`src/rtl/mem_stage_pkg.sv`:
```
// Shared codes for the MEM stage: memory/control opcodes, exception codes,
// bus widths, strobe polarities and the MEM pipeline register layout.
package mem_stage_pkg;

    localparam int WORD_ADDR_W = 30;
    localparam int WORD_DATA_W = 32;
    localparam int REG_ADDR_W  = 5;

    localparam logic ENABLE   = 1'b1;
    localparam logic DISABLE  = 1'b0;
    localparam logic ENABLE_  = 1'b0;
    localparam logic DISABLE_ = 1'b1;
    localparam logic READ     = 1'b1;
    localparam logic WRITE    = 1'b0;

    typedef enum logic [1:0] {
        MEM_OP_NOP = 2'd0,
        MEM_OP_LDW = 2'd1,
        MEM_OP_STW = 2'd2,
        MEM_OP_RSV = 2'd3
    } mem_op_t;

    typedef enum logic [1:0] {
        CTRL_OP_NOP  = 2'd0,
        CTRL_OP_WRCR = 2'd1,
        CTRL_OP_EXRT = 2'd2,
        CTRL_OP_RSV  = 2'd3
    } ctrl_op_t;

    typedef enum logic [2:0] {
        ISA_EXP_NO_EXP     = 3'd0,
        ISA_EXP_EXT_INT    = 3'd1,
        ISA_EXP_UNDEF_INSN = 3'd2,
        ISA_EXP_OVERFLOW   = 3'd3,
        ISA_EXP_MISS_ALIGN = 3'd4,
        ISA_EXP_TRAP       = 3'd5,
        ISA_EXP_PRV_VIO    = 3'd6,
        ISA_EXP_RSV        = 3'd7
    } isa_exp_t;

    typedef struct packed {
        logic [WORD_ADDR_W-1:0] pc;
        logic                   en;
        logic                   br_flag;
        logic [1:0]             ctrl_op;
        logic [REG_ADDR_W-1:0]  dst_addr;
        logic                   gpr_we_;
        logic [2:0]             exp_code;
        logic [WORD_DATA_W-1:0] out;
        logic                   cp2_fs_0;
        logic                   cp2_ts_0;
        logic                   cp2_as_0;
        logic [WORD_DATA_W-1:0] cp2_wr_data;
    } mem_reg_t;

    localparam mem_reg_t MEM_REG_RST = '{
        pc: '0, en: DISABLE, br_flag: 1'b0, ctrl_op: CTRL_OP_NOP,
        dst_addr: '0, gpr_we_: DISABLE_, exp_code: ISA_EXP_NO_EXP, out: '0,
        cp2_fs_0: 1'b0, cp2_ts_0: 1'b0, cp2_as_0: 1'b0, cp2_wr_data: '0
    };

    function automatic logic is_mem_access(input logic [1:0] op);
        return (op == MEM_OP_LDW) || (op == MEM_OP_STW);
    endfunction

endpackage

```
`src/rtl/mem_bus_if.sv`:
```
// Purpose: bus master FSM (IDLE/REQ/ACCESS/STALL) for one LDW/STW word access.
// Latency: load data valid combinationally in the bus_rdy_ cycle, buffered while stalled.
// Backpressure: busy held until bus_rdy_; completion under stall parks in STALL.
module mem_bus_if
    import mem_stage_pkg::*;
(
    input  logic                   clk,
    input  logic                   reset,
    input  logic                   stall,
    input  logic                   flush,
    input  logic                   req,
    input  logic                   rw,
    input  logic [WORD_ADDR_W-1:0] addr,
    input  logic [WORD_DATA_W-1:0] wr_data,
    output logic                   busy,
    output logic                   rd_vld,
    output logic [WORD_DATA_W-1:0] rd_data,
    output logic                   discard,
    output logic                   bus_req_,
    output logic [WORD_ADDR_W-1:0] bus_addr,
    output logic                   bus_as_,
    output logic                   bus_rw,
    output logic [WORD_DATA_W-1:0] bus_wr_data,
    input  logic                   bus_grnt_,
    input  logic                   bus_rdy_,
    input  logic [WORD_DATA_W-1:0] bus_rd_data
);

    typedef enum logic [1:0] {IDLE, REQ, ACCESS, STALL} state_t;

    state_t                 state, state_nxt;
    logic                   first_q;
    logic                   discard_q;
    logic                   active;
    logic [WORD_DATA_W-1:0] rd_buf;

    always_comb begin
        state_nxt = state;
        busy      = 1'b0;
        rd_vld    = 1'b0;
        active    = 1'b0;
        bus_req_  = DISABLE_;
        bus_as_   = DISABLE_;
        case (state)
            IDLE: begin
                if (req && !flush && !reset) begin
                    bus_req_  = ENABLE_;
                    busy      = 1'b1;
                    active    = 1'b1;
                    state_nxt = (bus_grnt_ == ENABLE_) ? ACCESS : REQ;
                end
            end
            REQ: begin
                bus_req_ = ENABLE_;
                active   = 1'b1;
                if (flush) begin
                    state_nxt = IDLE;
                end else begin
                    busy = 1'b1;
                    if (bus_grnt_ == ENABLE_) state_nxt = ACCESS;
                end
            end
            ACCESS: begin
                bus_req_ = ENABLE_;
                active   = 1'b1;
                bus_as_  = first_q ? ENABLE_ : DISABLE_;
                if (bus_rdy_ == ENABLE_) begin
                    rd_vld    = 1'b1;
                    state_nxt = stall ? STALL : IDLE;
                end else begin
                    busy = 1'b1;
                end
            end
            STALL: begin
                rd_vld = 1'b1;
                if (!stall) state_nxt = IDLE;
            end
            default: state_nxt = IDLE;
        endcase
    end

    // Address/data only reach the bus while this stage owns (or asks for) it.
    assign bus_addr    = active ? addr    : '0;
    assign bus_wr_data = active ? wr_data : '0;
    assign bus_rw      = active ? rw      : READ;
    assign rd_data     = (state == STALL) ? rd_buf : bus_rd_data;
    assign discard     = discard_q;

    always_ff @(posedge clk) begin
        if (reset) begin
            state     <= IDLE;
            first_q   <= 1'b0;
            discard_q <= 1'b0;
            rd_buf    <= '0;
        end else begin
            state   <= state_nxt;
            first_q <= (state_nxt == ACCESS) && (state != ACCESS);
            // A flush seen mid-access must still drop the data when it finally lands.
            discard_q <= ((state == ACCESS) || (state == STALL)) &&
                         (state_nxt != IDLE) && (discard_q || flush);
            if ((state == ACCESS) && (bus_rdy_ == ENABLE_)) rd_buf <= bus_rd_data;
        end
    end

endmodule

```
`src/rtl/mem_stage.sv`:
```
// Purpose: MEM pipeline stage, bus access via mem_bus_if plus MEM output register (MEM_MISALIGN_CHK_EN enables misalignment traps).
// Latency: output register updates one clk after the access completes (0 cycles after bus_rdy_ on fwd_data).
// Backpressure: busy requests a pipeline stall; stall or busy holds every mem_* output.
module mem_stage
    import mem_stage_pkg::*;
(
    input  logic                   clk,
    input  logic                   reset,
    input  logic [WORD_ADDR_W-1:0] ex_pc,
    input  logic                   ex_en,
    input  logic                   ex_br_flag,
    input  logic [1:0]             ex_mem_op,
    input  logic [WORD_DATA_W-1:0] ex_mem_wr_data,
    input  logic [1:0]             ex_ctrl_op,
    input  logic [REG_ADDR_W-1:0]  ex_dst_addr,
    input  logic                   ex_gpr_we_,
    input  logic [2:0]             ex_exp_code,
    input  logic [WORD_DATA_W-1:0] ex_out,
    input  logic                   ex_cp2_fs_0,
    input  logic                   ex_cp2_ts_0,
    input  logic                   ex_cp2_as_0,
    input  logic [WORD_DATA_W-1:0] ex_cp2_wr_data,
    input  logic                   stall,
    input  logic                   flush,
    output logic                   busy,
    output logic                   bus_req_,
    output logic [WORD_ADDR_W-1:0] bus_addr,
    output logic                   bus_as_,
    output logic                   bus_rw,
    output logic [WORD_DATA_W-1:0] bus_wr_data,
    input  logic                   bus_grnt_,
    input  logic                   bus_rdy_,
    input  logic [WORD_DATA_W-1:0] bus_rd_data,
    output logic [WORD_ADDR_W-1:0] mem_pc,
    output logic                   mem_en,
    output logic                   mem_br_flag,
    output logic [1:0]             mem_ctrl_op,
    output logic [REG_ADDR_W-1:0]  mem_dst_addr,
    output logic                   mem_gpr_we_,
    output logic [2:0]             mem_exp_code,
    output logic [WORD_DATA_W-1:0] mem_out,
    output logic                   mem_cp2_fs_0,
    output logic                   mem_cp2_ts_0,
    output logic                   mem_cp2_as_0,
    output logic [WORD_DATA_W-1:0] mem_cp2_wr_data,
    output logic [WORD_DATA_W-1:0] fwd_data
);

    logic                   miss_align;
    logic                   access;
    logic                   is_load;
    logic                   rd_vld;
    logic                   discard;
    logic [WORD_DATA_W-1:0] rd_data;
    mem_reg_t               mem_q, mem_d;

`ifdef MEM_MISALIGN_CHK_EN
    assign miss_align = ex_en && is_mem_access(ex_mem_op) && (ex_out[1:0] != 2'b00);
`else
    assign miss_align = 1'b0;
`endif

    assign access  = ex_en && is_mem_access(ex_mem_op) && !miss_align;
    assign is_load = (ex_mem_op == MEM_OP_LDW);

    mem_bus_if u_bus_if (
        .clk         (clk),
        .reset       (reset),
        .stall       (stall),
        .flush       (flush),
        .req         (access),
        .rw          (is_load ? READ : WRITE),
        .addr        (ex_out[WORD_DATA_W-1:2]),
        .wr_data     (ex_mem_wr_data),
        .busy        (busy),
        .rd_vld      (rd_vld),
        .rd_data     (rd_data),
        .discard     (discard),
        .bus_req_    (bus_req_),
        .bus_addr    (bus_addr),
        .bus_as_     (bus_as_),
        .bus_rw      (bus_rw),
        .bus_wr_data (bus_wr_data),
        .bus_grnt_   (bus_grnt_),
        .bus_rdy_    (bus_rdy_),
        .bus_rd_data (bus_rd_data)
    );

    assign fwd_data = (is_load && rd_vld) ? rd_data : ex_out;

    always_comb begin
        mem_d = mem_q;
        if (!stall && !busy) begin
            if (flush || discard) begin
                mem_d = MEM_REG_RST;
            end else begin
                mem_d.pc          = ex_pc;
                mem_d.en          = ex_en;
                mem_d.br_flag     = ex_br_flag;
                mem_d.ctrl_op     = ex_ctrl_op;
                mem_d.dst_addr    = ex_dst_addr;
                mem_d.gpr_we_     = ex_gpr_we_;
                mem_d.exp_code    = ex_exp_code;
                mem_d.out         = fwd_data;
                mem_d.cp2_fs_0    = ex_cp2_fs_0;
                mem_d.cp2_ts_0    = ex_cp2_ts_0;
                mem_d.cp2_as_0    = ex_cp2_as_0;
                mem_d.cp2_wr_data = ex_cp2_wr_data;
                if (miss_align) begin
                    mem_d.gpr_we_     = DISABLE_;
                    mem_d.ctrl_op     = CTRL_OP_NOP;
                    mem_d.exp_code    = ISA_EXP_MISS_ALIGN;
                    mem_d.out         = '0;
                    mem_d.cp2_fs_0    = 1'b0;
                    mem_d.cp2_ts_0    = 1'b0;
                    mem_d.cp2_as_0    = 1'b0;
                    mem_d.cp2_wr_data = '0;
                end
            end
        end
    end

    always_ff @(posedge clk) begin
        if (reset) mem_q <= MEM_REG_RST;
        else       mem_q <= mem_d;
    end

    assign mem_pc          = mem_q.pc;
    assign mem_en          = mem_q.en;
    assign mem_br_flag     = mem_q.br_flag;
    assign mem_ctrl_op     = mem_q.ctrl_op;
    assign mem_dst_addr    = mem_q.dst_addr;
    assign mem_gpr_we_     = mem_q.gpr_we_;
    assign mem_exp_code    = mem_q.exp_code;
    assign mem_out         = mem_q.out;
    assign mem_cp2_fs_0    = mem_q.cp2_fs_0;
    assign mem_cp2_ts_0    = mem_q.cp2_ts_0;
    assign mem_cp2_as_0    = mem_q.cp2_as_0;
    assign mem_cp2_wr_data = mem_q.cp2_wr_data;

endmodule

```
`config.mk`:
```
export PLATFORM = sky130hd
export DESIGN_NAME = mem_stage
export DESIGN_NICKNAME = d
export VERILOG_FILES = /design/src/rtl/mem_stage_pkg.sv /design/src/rtl/mem_bus_if.sv /design/src/rtl/mem_stage.sv
export SDC_FILE = /design/constraint.sdc
export NUM_CORES = 1
export LEC_CHECK = 0
export ABC_CLOCK_PERIOD_IN_PS = 2820
export CORE_MARGIN = 1
export CORE_UTILIZATION = 30
export CTS_CLUSTER_DIAMETER = 30
export DETAILED_ROUTE_END_ITERATION = 6
export DONT_BUFFER_PORTS = 1
export GPL_TIMING_DRIVEN = 0
export HOLD_SLACK_MARGIN = 0.02
export PLACE_DENSITY_LB_ADDON = 0.08
export SLEW_MARGIN = 40
export SYNTH_ARGS = -nofsm -noshare
export SYNTH_HDL_FRONTEND = slang
export SYNTH_SLANG_ARGS = --single-unit
```
`constraint.sdc`:
```
create_clock -name clk -period 2.82 [get_ports clk]
set_input_delay 0.423 -clock clk [delete_from_list [all_inputs] [get_ports clk]]
set_output_delay 0.423 -clock clk [all_outputs]
set_load 0.05 [all_outputs]
```
==> flow_summary.json, run 1 <==
{
  "status": "finished, final reports clean",
  "routed_wl_um": 26200,
  "ir_worst_vdd_mv": 0.285,
  "fmax_mhz": 370,
  "crit_required_ns": 2.40,
  "dieArea_um2": 25800,
  "yosysTopAreaCell": "dfxtp_1",
  "finalMaxSlewViolations": 0,
  "synth-seq-cells": 146,
  "path_class": "flip-flop to primary output",
  "io_pins": 390,
  "mostFrequentLayoutCells": "nand2_1, dfxtp_1, mux2i_1, nand2b_1, o211ai_1",
  "rows": 57,
  "drt_pass1_iterations": 4,
  "ys_types": 33,
  "cts_sinks": 146,
  "drc": 0,
  "coreArea_um2": 24500,
  "ant_nets": 0,
  "yosysTopAreaCellShare": 0.388,
  "first_iter_violations": 242,
  "grt_max_degree": 17,
  "cp.arrival_ns": 2.28,
  "tritoncts": "done",
  "rsz0062_at_grt": "true",
  "cts_max_level": 4,
  "max_slew_margin": 0.541,
  "area_growth_pct": 16.9,
  "post-route-min-period_ns": 2.70,
  "synthArstFlopShare": 0,
  "path_clk_slew_ns": 0.08,
  "ys_seq_area_frac": 0.388,
  "nets": 1056,
  "crit_path_top_delay_cell": "dfxtp_4",
  "synth_edf_count": 0,
  "avgRoutedWirePerCell_um": 21.8,
  "holdBufCountCts": 0,
  "clock_path_buffers": 2,
  "fin_skew_ns": 0.0118,
  "setup_viol_count_final": 0,
  "die_h_um": 160,
  "clockRootBuffer": "clkbuf_16",
  "endpoint_kind": "primary output",
  "synthesis.instances": 846,
  "grt_overflow_total": 0,
  "hold_class": "primary input to flip-flop",
  "whs_ns": 0.122,
  "ys_warn_count": 0,
  "utilization": 0.360,
  "synth_area_leaders": "dfxtp_1, mux2i_1, nand2b_1, nand2_1, o211ai_1",
  "hold_viol": 0,
  "syn_area_per_cell_um2": 8.91,
  "path_max_fanout": 10,
  "dp_hpwl_um": 20300,
  "gp_congestion": 0.813,
  "antenna_found_initial": 0,
  "grt_pass1_wl_um": 38400,
  "min_period_over_period": 0.958,
  "ys.flop_type": "dfxtp_1",
  "clock_latency_ns": 0.43,
  "cts_buffers": 17,
  "syn-cell-area_um2": 7540,
  "cpPeakStageDelay_ns": 0.37,
  "die_w_um": 160,
  "grt.total_usage": 0.198,
  "start_util": 0.308,
  "num_vias": 6035,
  "tightestPinTransition_ns": 0.689,
  "n_antenna_cell": 0,
  "path_cells": "inv_2 -> ha_4 -> and2b_2 -> buf_6 -> buf_2 -> o211ai_1 -> o21a_2",
  "syn_nets": 1034,
  "power_density_nw_per_um2": 761,
  "vias_per_cell": 5.01,
  "power.leakage_nw": 3.31,
  "cp-start-kind": "flip-flop",
  "cap_viol_max_count": 0,
  "port_buffers": 0,
  "grt_pass1_vias": 5930,
  "drive_above_1_share": 0.202
}
==> final cells by class <==
| cell class | count | area, um2 |
|---|---|---|
| Buffer | 75 | 430 |
| Multi-Input combinational cell | 622 | 4440 |
| Inverter | 3 | 11.3 |
| Tap cell | 324 | 405 |
| Clock inverter | 14 | 139 |
| Timing Repair Buffer | 3 | 22.5 |
| Fill cell | 2546 | 15700 |
| Clock buffer | 18 | 429 |
| Sequential cell | 146 | 2930 |
==> critical path: cells and delay by family (launching register included) <==
family          cells  cell delay [ns]
fa+ha+maj           1             0.19
flops               1             0.37
compound gates      2             0.64
simple gates        1             0.24
buf+inv             3             0.41
==> final timing paths <==
check	start	endpoint	slack, ns	depth (start not counted)
worst max register to register	u_bus_if.state[0]	mem_out[31]	0.60	8
worst min register to register	u_bus_if.rd_buf[7]	u_bus_if.rd_buf[7]	0.46	2
worst min-delay path	ex_pc[6]	mem_pc[6]	0.12	2
worst max-delay path	u_bus_if.state[0]	fwd_data[14]	0.12	7
==> synth_stat cells (all sizes together) (2+ instances only) <==
library cell,instances
a21oi,34
a221oi,2
and2,63
buf,34
clkbuf,41
dfxtp,146
ha,6
inv,3
mux2i,143
nand2,144
nand2b,110
nor2,4
nor2b,2
nor3b,2
o211ai,64
o21a,35
o22ai,2
==> metrics by stage <==
step	setup WS, ns	instances	total power, mW	TNS (ns)	cell area [um2]
2_1_floorplan	0.274	846	4.12	0	7540
6_report	0.118	1205	6.71	0	8810
5_1_grt	-0.00429	1205	6.97	-0.0123	8810
3_5_place_dp	-0.773	1170	4.41	-33.56	7950
4_1_cts	-0.0101	1204	6.75	-0.0108	8720
3_3_place_gp	-0.684	1170	4.41	-29.13	7940
==> where the power goes <==
part           internal, mW  switching [mW]  leakage (nW)
Combinational         0.528            1.34          1.84
Sequential             2.19           0.415          1.19
Clock                  1.18            1.06         0.277
==> logic make-up after synthesis <==
logic type | share of synthesized area
adders and majority gates | 0.00996
muxes | 0.190
buffers and inverters | 0.0518
DFF | 0.388
and+or+nand+nor | 0.229
AOI/OAI and AO/OA | 0.132
==> routing by layer <==
layer | track usage | vias to the layer above | routed length (um)
li1 | - | 2933 | -
met1 | 0.249 | 2847 | 11400
met2 | 0.317 | 241 | 12100
met3 | 0.0775 | 14 | 2460
met4 | 0.0424 | 0 | 238
met5 | 0 | - | 0
==> sequential cells by signal, summed over array words and instances, names as in the netlist <==
name / count
mem_en: 1
u_bus_if.discard: 1
u_bus_if.rd_buf: 32
mem_pc: 30
mem_cp2_wr_data: 32
mem_ctrl_op: 2
mem_cp2_as_0: 1
mem_gpr_we_: 1
mem_br_flag: 1
mem_cp2_ts_0: 1
mem_cp2_fs_0: 1
mem_dst_addr: 5
u_bus_if.state: 2
mem_out: 32
mem_exp_code: 3
u_bus_if.first_q: 1
==> what timing repair did <==
action | 4_1_cts | 5_1_grt
pin swaps | 4 | 5
setup buffers | 2 | 1
setup endpoints to repair | 95 | 92
resized for setup | 120 | 39
(Power assumes the default switching activity.)
==> run 2, diff against run 1 <==
--- a/config.mk
+++ b/config.mk
@@ -9,6 +9,7 @@
 export CORE_MARGIN = 1
 export CORE_UTILIZATION = 30
 export CTS_CLUSTER_DIAMETER = 30
+export CTS_CLUSTER_SIZE = 14
 export DETAILED_ROUTE_END_ITERATION = 6
 export DONT_BUFFER_PORTS = 1
 export GPL_TIMING_DRIVEN = 0
==> results of run 2 <==
Final layout, timing and power as in run 1 (identical DEF).
==> run 3, diff against run 2 <==
--- a/config.mk
+++ b/config.mk
@@ -6,11 +6,11 @@
 export NUM_CORES = 1
 export LEC_CHECK = 0
 export ABC_CLOCK_PERIOD_IN_PS = 2820
-export CORE_MARGIN = 1
-export CORE_UTILIZATION = 30
+export CORE_AREA = 2 2 149 151
 export CTS_CLUSTER_DIAMETER = 30
 export CTS_CLUSTER_SIZE = 14
 export DETAILED_ROUTE_END_ITERATION = 6
+export DIE_AREA = 0 0 151 153
 export DONT_BUFFER_PORTS = 1
 export GPL_TIMING_DRIVEN = 0
 export HOLD_SLACK_MARGIN = 0.02
@@ -19,3 +19,4 @@
 export SYNTH_ARGS = -nofsm -noshare
 export SYNTH_HDL_FRONTEND = slang
 export SYNTH_SLANG_ARGS = --single-unit
+export TNS_END_PERCENT = 5
==> flow_summary.json, run 3 (same netlist as run 1, synthesis figures left out) <==
{
  "status": "finished, final reports clean",
  "cap_viol_max_count": 0,
  "cts_max_level": 4,
  "grt_overflow_total": 0,
  "mostFrequentLayoutCells": "dfxtp_1, nand2_1, mux2i_1, nand2b_1, o211ai_1",
  "tightestPinTransition_ns": 0.799,
  "power_switching_mw": 2.67,
  "grt.total_usage": 0.216,
  "endpoint_kind": "primary output",
  "swShare": 0.384,
  "die_h_um": 153,
  "tns_ns": 0,
  "nFillCells": 2148,
  "path_max_fanout": 10,
  "die_w_um": 151,
  "cp.arrival_ns": 2.38,
  "routed_wl_um": 26100,
  "use_met1": 0.258,
  "post-route-min-period_ns": 2.81,
  "finalMaxSlewViolations": 0,
  "dp_hpwl_um": 20600,
  "start_util": 0.351,
  "rsz0062_at_grt": "true",
  "drive_above_1_share": 0.200,
  "io_pins": 390,
  "intPower_mw": 4.28,
  "ant_nets": 0,
  "cts_sinks": 146,
  "gp_congestion": 0.833,
  "tritoncts": "done",
  "regArea_um2": 2920,
  "ff2ff_path_depth": 8,
  "multi_input_area_um2": 4580,
  "cp-start-kind": "flip-flop",
  "met2_usage": 0.359,
  "final_common_cell": "dfxtp_1",
  "first_iter_violations": 210,
  "grt_pass1_vias": 6296,
  "crit_required_ns": 2.40,
  "n_antenna_cell": 0,
  "area_growth_pct": 18.9,
  "drt_pass1_iterations": 4,
  "power_frac_comb": 0.272,
  "hold_depth": 2,
  "num_vias": 6224,
  "antenna_found_initial": 1,
  "holdBufCountCts": 0,
  "clkPwrFrac": 0.352,
  "hold_viol": 0,
  "hold_class": "primary input to flip-flop",
  "dieArea_um2": 23100,
  "rows": 54,
  "nets": 1058,
  "vias_per_cell": 5.36,
  "use_met3": 0.0785,
  "path_class": "flip-flop to primary output",
  "total_power_mw": 6.95,
  "avgRoutedWirePerCell_um": 22.4,
  "clockRootBuffer": "clkbuf_16",
  "grt_max_degree": 17,
  "path_clk_slew_ns": 0.06,
  "drc": 0,
  "power.leakage_nw": 3.37,
  "grt_pass1_wl_um": 38000,
  "power_density_nw_per_um2": 776,
  "ir_worst_vdd_mv": 0.457,
  "max_slew_margin": 0.457,
  "seq_power_share": 0.375,
  "min_period_over_period": 0.995,
  "coreArea_um2": 21500,
  "busiest_layer": "met2",
  "clock_latency_ns": 0.42,
  "fmax_mhz": 356,
  "fin_skew_ns": 0.0121,
  "clock_path_buffers": 2,
  "cts_buffers": 17,
  "setup_viol_count_final": 0,
  "port_buffers": 0
}
run 3: cell count changes in the layout (fill, tap and decap cells not counted), sizes merged:
cell / change
buf: +2
inv: -5
bufinv: +4
clkbuf: +2
clkinv: -2
run 3: final timing paths:
| path | start | end | slack, ns |
|---|---|---|---|
| worst max-delay path | u_bus_if.state[0] | fwd_data[28] | 0.01 |
| worst min-delay path | bus_rd_data[15] | u_bus_if.rd_buf[15] | 0.13 |
| worst max register to register | u_bus_if.state[0] | mem_out[31] | 0.53 |
| worst min register to register | u_bus_if.rd_buf[27] | u_bus_if.rd_buf[27] | 0.46 |
run 3: what timing repair did:
item | in CTS | in global routing
pin swaps | 2 | 4
buffers inserted | 3 | 2
gates resized for setup | 118 | 45
endpoints found under the setup margin | 95 | 82
run 3: stage by stage:
step	area [um2]	hold WS (ns)	util	instances	worst slack [ns]
after floorplan	7540	0.436	-	846	0.274
after global placement	7890	0.442	0.367	1126	-0.648
after detailed placement	7890	0.448	0.367	1126	-0.743
after CTS	8740	0.116	0.407	1160	-0.0596
after global routing	8960	0.120	0.417	1162	-0.0904
final	8960	0.133	0.417	1162	0.0129
run 3: worst max-delay path: stages, from the launching register on:
cell and delay, ns:
dfxtp_2 0.37, inv_1 0.10, ha_2 0.25, and2b_2 0.26
clkbuf_4 0.20, buf_2 0.20, o211ai_1 0.30, o21a_4 0.28
run 3: metal layers:
metal	part of all wire	routed length, um
met1	0.40	10500
met2	0.48	12500
met3	0.099	2580
met4	0.018	480
met5	0.00050	13
run 3: layout make-up:
| class | count | area share |
|---|---|---|
| timing repair buffer | 5 | 0.00558 |
| clock buffer | 20 | 0.0510 |
| inverter | 3 | 0.00126 |
| buffer | 75 | 0.0463 |
| sequential | 146 | 0.326 |
| clock inverter | 11 | 0.0195 |
| multi-input combinational | 622 | 0.511 |
| tap | 280 | 0.0391 |
run 3: power by group through the flow:
stage	sequential [mW]	clock (mW)	combinational (mW)
after floorplan	2.62	0	1.50
after global placement	2.65	0	1.72
after detailed placement	2.66	0	1.75
after CTS	2.61	2.51	1.86
after global routing	2.62	2.59	1.99
final	2.61	2.45	1.89
==> patch 1, RTL diff (config.mk and constraints of run 2) <==
The option `MEM_MISALIGN_CHK_EN` is turned on by a define.
--- a/src/rtl/mem_stage.sv
+++ b/src/rtl/mem_stage.sv
@@ -2,4 +2,6 @@
 // Latency: output register updates one clk after the access completes (0 cycles after bus_rdy_ on fwd_data).
 // Backpressure: busy requests a pipeline stall; stall or busy holds every mem_* output.
+`define MEM_MISALIGN_CHK_EN
+
 module mem_stage
     import mem_stage_pkg::*;
Behaviour: not the same (a bounded check fails within 4 cycles, from zero or initial values and one cycle with reset high).
==> patch 1 against run 2 <==
Final cell count shrank 5.7%. Combinational power decreased by 31%. Highest routed layer unchanged. Sequential cell count is the same. Fmax down 1.7%. First-iteration DRC count grew 26%. Routed wire length shrank 3.2%. Design area fell by 11%. Synthesized area down 11%. Non-clock buffer count shrank 5. Power down 11%. Setup slack worse by 47 ps. Sequential power is 5% lower. Via count down 0.99%.
==> patch 1: results (changes against run 2) <==
* Pleak at 2.80 nW (-15%)
* Clock Skew at 15.8 ps (+4.00 ps)
* DR vias at 5975 (-0.99%)
* GRT Util Overall at 0.213 (+0.0158)
* First-pass GRT wire length at 35500 microns (-7.5%)
* Initial DRC count at 305 (+26%)
* Vias in the first global route at 5907 (-0.39%)
* VDD IR-drop max at 317 uV (+11%)
* Post-synthesis compound-gate area fraction at 0.123 (-0.00823)
* Fillers at 2249 (-12%)
* CTS root buf: clkbuf_16
* Routability cong. at 0.822 (+1.1%)
* Seq/Total Area, Yosys at 0.438 (+0.0497)
* Min-delay src: bus_rd_data[17]
* R2R Path Start: u_bus_if.state[1]$_SDFF_PP0_
* Postcts setup bufs at 2 (unchanged)
* Mapped Nets at 1009 (-2.4%)
* CTS resizes at 103 (-14%)
* Post-Synth Adder-Cell Area at 0.0112 (+0.00128)
* Worst Path Arrival at 2330 ps (+50 ps)
* Fraction of layout cells with a size suffix above 1 at 0.241 (+0.0389)
* WL final at 25400 microns (-3.2%)
* Placed cells at 1101 (-5.9%)
* Drt pass-1 iters at 6 (+2)
* Synth cell types at 35 (+6.1%)
* Post-synthesis mux area share at 0.111 (-0.0791)
* Crit path to: fwd_data[23]
* Post-detail-place hpwl at 19700 microns (-3.3%)
* Commonest cells in the netlist: nand2_1, a21oi_1, dfxtp_1
* Wire length per cell at 22.3 microns (+2.7%)
* Outcome: finished, final reports clean
* Top cells by area, synth: dfxtp_1, a21oi_1, nand2_1, mux2_2, nand3_1
* Reg-to-Reg End: mem_out[17]$_SDFFE_PP0P_
## patch 1: changes by cell type in the layout (fill, tap and decap cells not counted), sizes merged, moves of 33 or more
cell,run 2,this run
nand3,0,109
o211ai,64,1
a21oi,34,149
mux2,0,64
mux2i,143,2
nand2b,110,3
o21a,35,2
## patch 1: through the flow
| stage | instance area (sq um) | TNS, ps | util | hold slack [ps] | setup slack, ps |
|---|---|---|---|---|---|
| floorplan | 6680 | 0 | - | 433 | 412 |
| finish | 7870 | 0 | 0.361 | 131 | 70.7 |
| global route | 7870 | 0 | 0.361 | 124 | 4.45 |
| detailed placement | 7040 | -14360 | 0.323 | 445 | -354 |
| global placement | 7030 | -10410 | 0.322 | 440 | -297 |
| CTS | 7850 | 0 | 0.360 | 109 | 3.55 |
## patch 1: area by class of cell
type | count | area, sq um | share of cell area
timing repair buffer | 2 | 27.5 | 0.00350
clock buffer | 18 | 429 | 0.0545
tap | 280 | 350 | 0.0445
inverter | 6 | 22.5 | 0.00286
clock inverter | 14 | 144 | 0.0183
sequential | 146 | 2920 | 0.371
multi-input combinational | 598 | 3600 | 0.458
antenna | 1 | 2.50 | 0.000318
buffer | 71 | 369 | 0.0469
## patch 1: worst max-delay path, cell delays in order, from the launching register on
cell,delay (ps)
dfxtp_2,390
ha_1,230
buf_4,250
buf_2,300
mux2_2,380
mux2_4,350
## patch 1: metal layers
layer / global-route usage / vias up / share of wire / wire [microns]
li1: - / 2836 / - / -
met1: 0.220 / 2816 / 0.36 / 9120
met2: 0.390 / 290 / 0.52 / 13300
met3: 0.0708 / 33 / 0.084 / 2130
met4: 0.0915 / 0 / 0.032 / 815
met5: 0 / - / 0 / 0
## patch 1: where the power goes
part           internal [mW]  total, mW  switching, mW
registers               2.16       2.47          0.310
clock network           1.24       2.23          0.989
logic                  0.330       1.29          0.963
==> patch 2, RTL diff (flow settings as in run 2) <==
Without the edit above. The 4 states of `state_t` get a one-hot encoding in 4 bits.
--- a/src/rtl/mem_bus_if.sv
+++ b/src/rtl/mem_bus_if.sv
@@ -27,5 +27,5 @@
 );
 
-    typedef enum logic [1:0] {IDLE, REQ, ACCESS, STALL} state_t;
+    typedef enum logic [3:0] {IDLE = 4'b0001, REQ = 4'b0010, ACCESS = 4'b0100, STALL = 4'b1000} state_t;
 
     state_t                 state, state_nxt;
Formal check against the unedited RTL: no difference found for any inputs over 4 cycles, from zero or initial values and one cycle with reset high; so few cycles prove little.
==> patch 2 against run 2 <==
Die area down 6.2%. Routed wire length up 3.1%. Sequential cell count up 2. Synthesized area down 6.3%. Design area down 0.65%. Largest cell class unchanged. Setup slack worse by 100 ps.
Power is not compared: it rests on default switching activity, and its combinational part moved more than twofold at a synthesized area within 25%.
==> patch 2: results (changes against run 2) <==
* Initial antenna violation count at 1 (+1)
* Vias in the first global route at 6229 (+5.0%)
* Ys async rst share at 0 (unchanged)
* Largest net degree at the start of global routing at 17 (unchanged)
* Post-detail-place hpwl at 20100 microns (-1.3%)
* Clock latency on the worst-skew pair at 430 ps (about the same)
* Commonest cells in the netlist: dfxtp_1, a21oi_1, inv_1
* CP top delay family: simple AND/OR/NAND/NOR gates
* Crit path max fanout at 6 (-4)
* Vias per cell at 5.16 (+3.1%)
* Worst-case reg-to-reg path depth at 8 (unchanged)
* Max incr delay on CP at 450 ps (+80 ps)
* Clock Skew at 10.6 ps (-1.15 ps)
* H-Tree Depth at 4 (unchanged)
* Clock buffer depth at 2 (unchanged)
* Psw at 1.67 mW
* Yosys warns at 0 (unchanged)
* Post-route DRC at 0 (unchanged)
* R2R Path Start: u_bus_if.state[0]$_SDFF_PP1_
* PortBufs at 0 (unchanged)
* First-pass GRT wire length at 38900 microns (+1.3%)
* Fraction of layout cells with a size suffix above 1 at 0.230 (+0.0284)
* Min-delay src: bus_grnt_
* Wire length per cell at 21.9 microns (+0.71%)
* VDD IR-drop max at 302 uV
* Top-area cell type share of the netlist area at 0.419 (+0.0316)
* Outcome: finished, final reports clean
* Total CTS buffers at 17 (unchanged)
* GRT Util Overall at 0.217 (+0.0192)
* Drt pass-1 iters at 5 (+1)
* Synth cell types at 43 (+30%)
* CP startpoint: ex_mem_op[0]
* Mapped Nets at 1056 (+2.1%)
* Top cells by area, synth: dfxtp_1, a21oi_1, nand4_1, o21ai_0, and2_1
* Routability cong. at 0.771 (-5.2%)
* Placed cells at 1186 (+1.4%)
* Crit-path slowest cell: or4_4
* Post-synth top flop: dfxtp_1
* Seq/Total Area, Yosys at 0.419 (+0.0316)
* Initial DRC count at 301 (+24%)
* DR vias at 6373 (+5.6%)
* Max-Slew Margin vs Limit at 0.470 (-0.0709)
* Pleak at 2.97 nW
* Synthesized area per cell at 8.09 sq um (-9.2%)
* HP Class: input port to register
* Hold depth at 1 (-1)
* CTS root buf: clkbuf_16
* Clock Pin Slew Worst Setup and Hold Paths at 60 ps (-20 ps)
-- patch 2: cell types whose count changed after synthesis, moves of 26 or more --
cell / before / now
mux2i_1: 143 / 32
nand2b_1: 110 / 1
inv_1: 3 / 100
o21ai_0: 0 / 79
a21oi_1: 34 / 112
nand2_1: 144 / 67
nand4_1: 0 / 77
o211ai_1: 64 / 1
o21a_1: 35 / 1
o32ai_1: 0 / 33
mux2_2: 0 / 32
clkbuf_1: 41 / 67
-- patch 2: per-layer routing --
metal,vias to the layer above,wire length [microns],global-route usage
met4,2,662,0.0784
met5,-,43,0.0124
li1,3086,-,-
met1,2998,10600,0.243
met3,32,2080,0.0719
met2,255,13700,0.380
-- patch 2: worst paths after layout --
check	endpoint	slack (ps)
hold reg to reg	u_bus_if.rd_buf[24]$_SDFFE_PP0P_	450
setup reg to reg	mem_cp2_wr_data[26]$_SDFFE_PP0P_	220
hold / removal	u_bus_if.first_q$_SDFF_PP0_	80
setup / recovery	bus_wr_data[23]	20
-- patch 2: power by group through the flow --
stage          logic, mW  clock network, mW  registers [mW]
5_1_grt            0.659               2.77            2.43
4_1_cts            0.613               2.67            2.43
3_3_place_gp       0.552                  0            2.47
2_1_floorplan      0.445                  0            2.45
6_report           0.617               2.60            2.42
3_5_place_dp       0.551                  0            2.47
-- patch 2: timing repair --
| action | CTS | global route |
|---|---|---|
| cloned | 3 | 0 |
| setup endpoints to repair | 97 | 127 |
| pin swaps | 40 | 15 |
| buffers inserted | 9 | 5 |
| resized for setup | 132 | 27 |
-- patch 2: per-stage QoR --
stage                     setup slack, ps  power, mW  instance area (sq um)
after global placement               -698       3.03                   7540
after global routing                -40.3       5.86                   8750
after detailed placement             -682       3.02                   7540
final                                17.4       5.64                   8750
after floorplan                     -3.52       2.89                   7150
after CTS                           -19.1       5.71                   8650
-- patch 2: area by class of cell --
| cell class | instances | area [sq um] |
|---|---|---|
| Antenna cell | 1 | 2.50 |
| Clock inverter | 13 | 221 |
| Sequential cell | 148 | 2970 |
| Tap cell | 313 | 392 |
| Fill cell | 2371 | 14100 |
| Clock buffer | 19 | 453 |
| Buffer | 84 | 463 |
| Inverter | 100 | 503 |
| Multi-Input combinational cell | 539 | 3600 |
| Timing Repair Buffer | 17 | 155 |
-- patch 2: worst register-to-register path: stages, from the launching register on --
cell,delay [ps]
dfxtp_2,310
buf_6,120
buf_4,130
nor2b_1,160
a31oi_1,570
clkbuf_1,430
buf_1,430
nand4_1,190
a21oi_1,180
-- patch 2: logic make-up after synthesis --
kind of cell,after synthesis,share of synthesized area
buffers and inverters,186,0.103
XOR/XNOR,2,0.00248
multiplexers,64,0.0964
AO/OA/AOI/OAI,236,0.190
flip-flops,148,0.419
adder cells (fa/ha/maj),1,0.00177
AND/OR/NAND/NOR,236,0.187
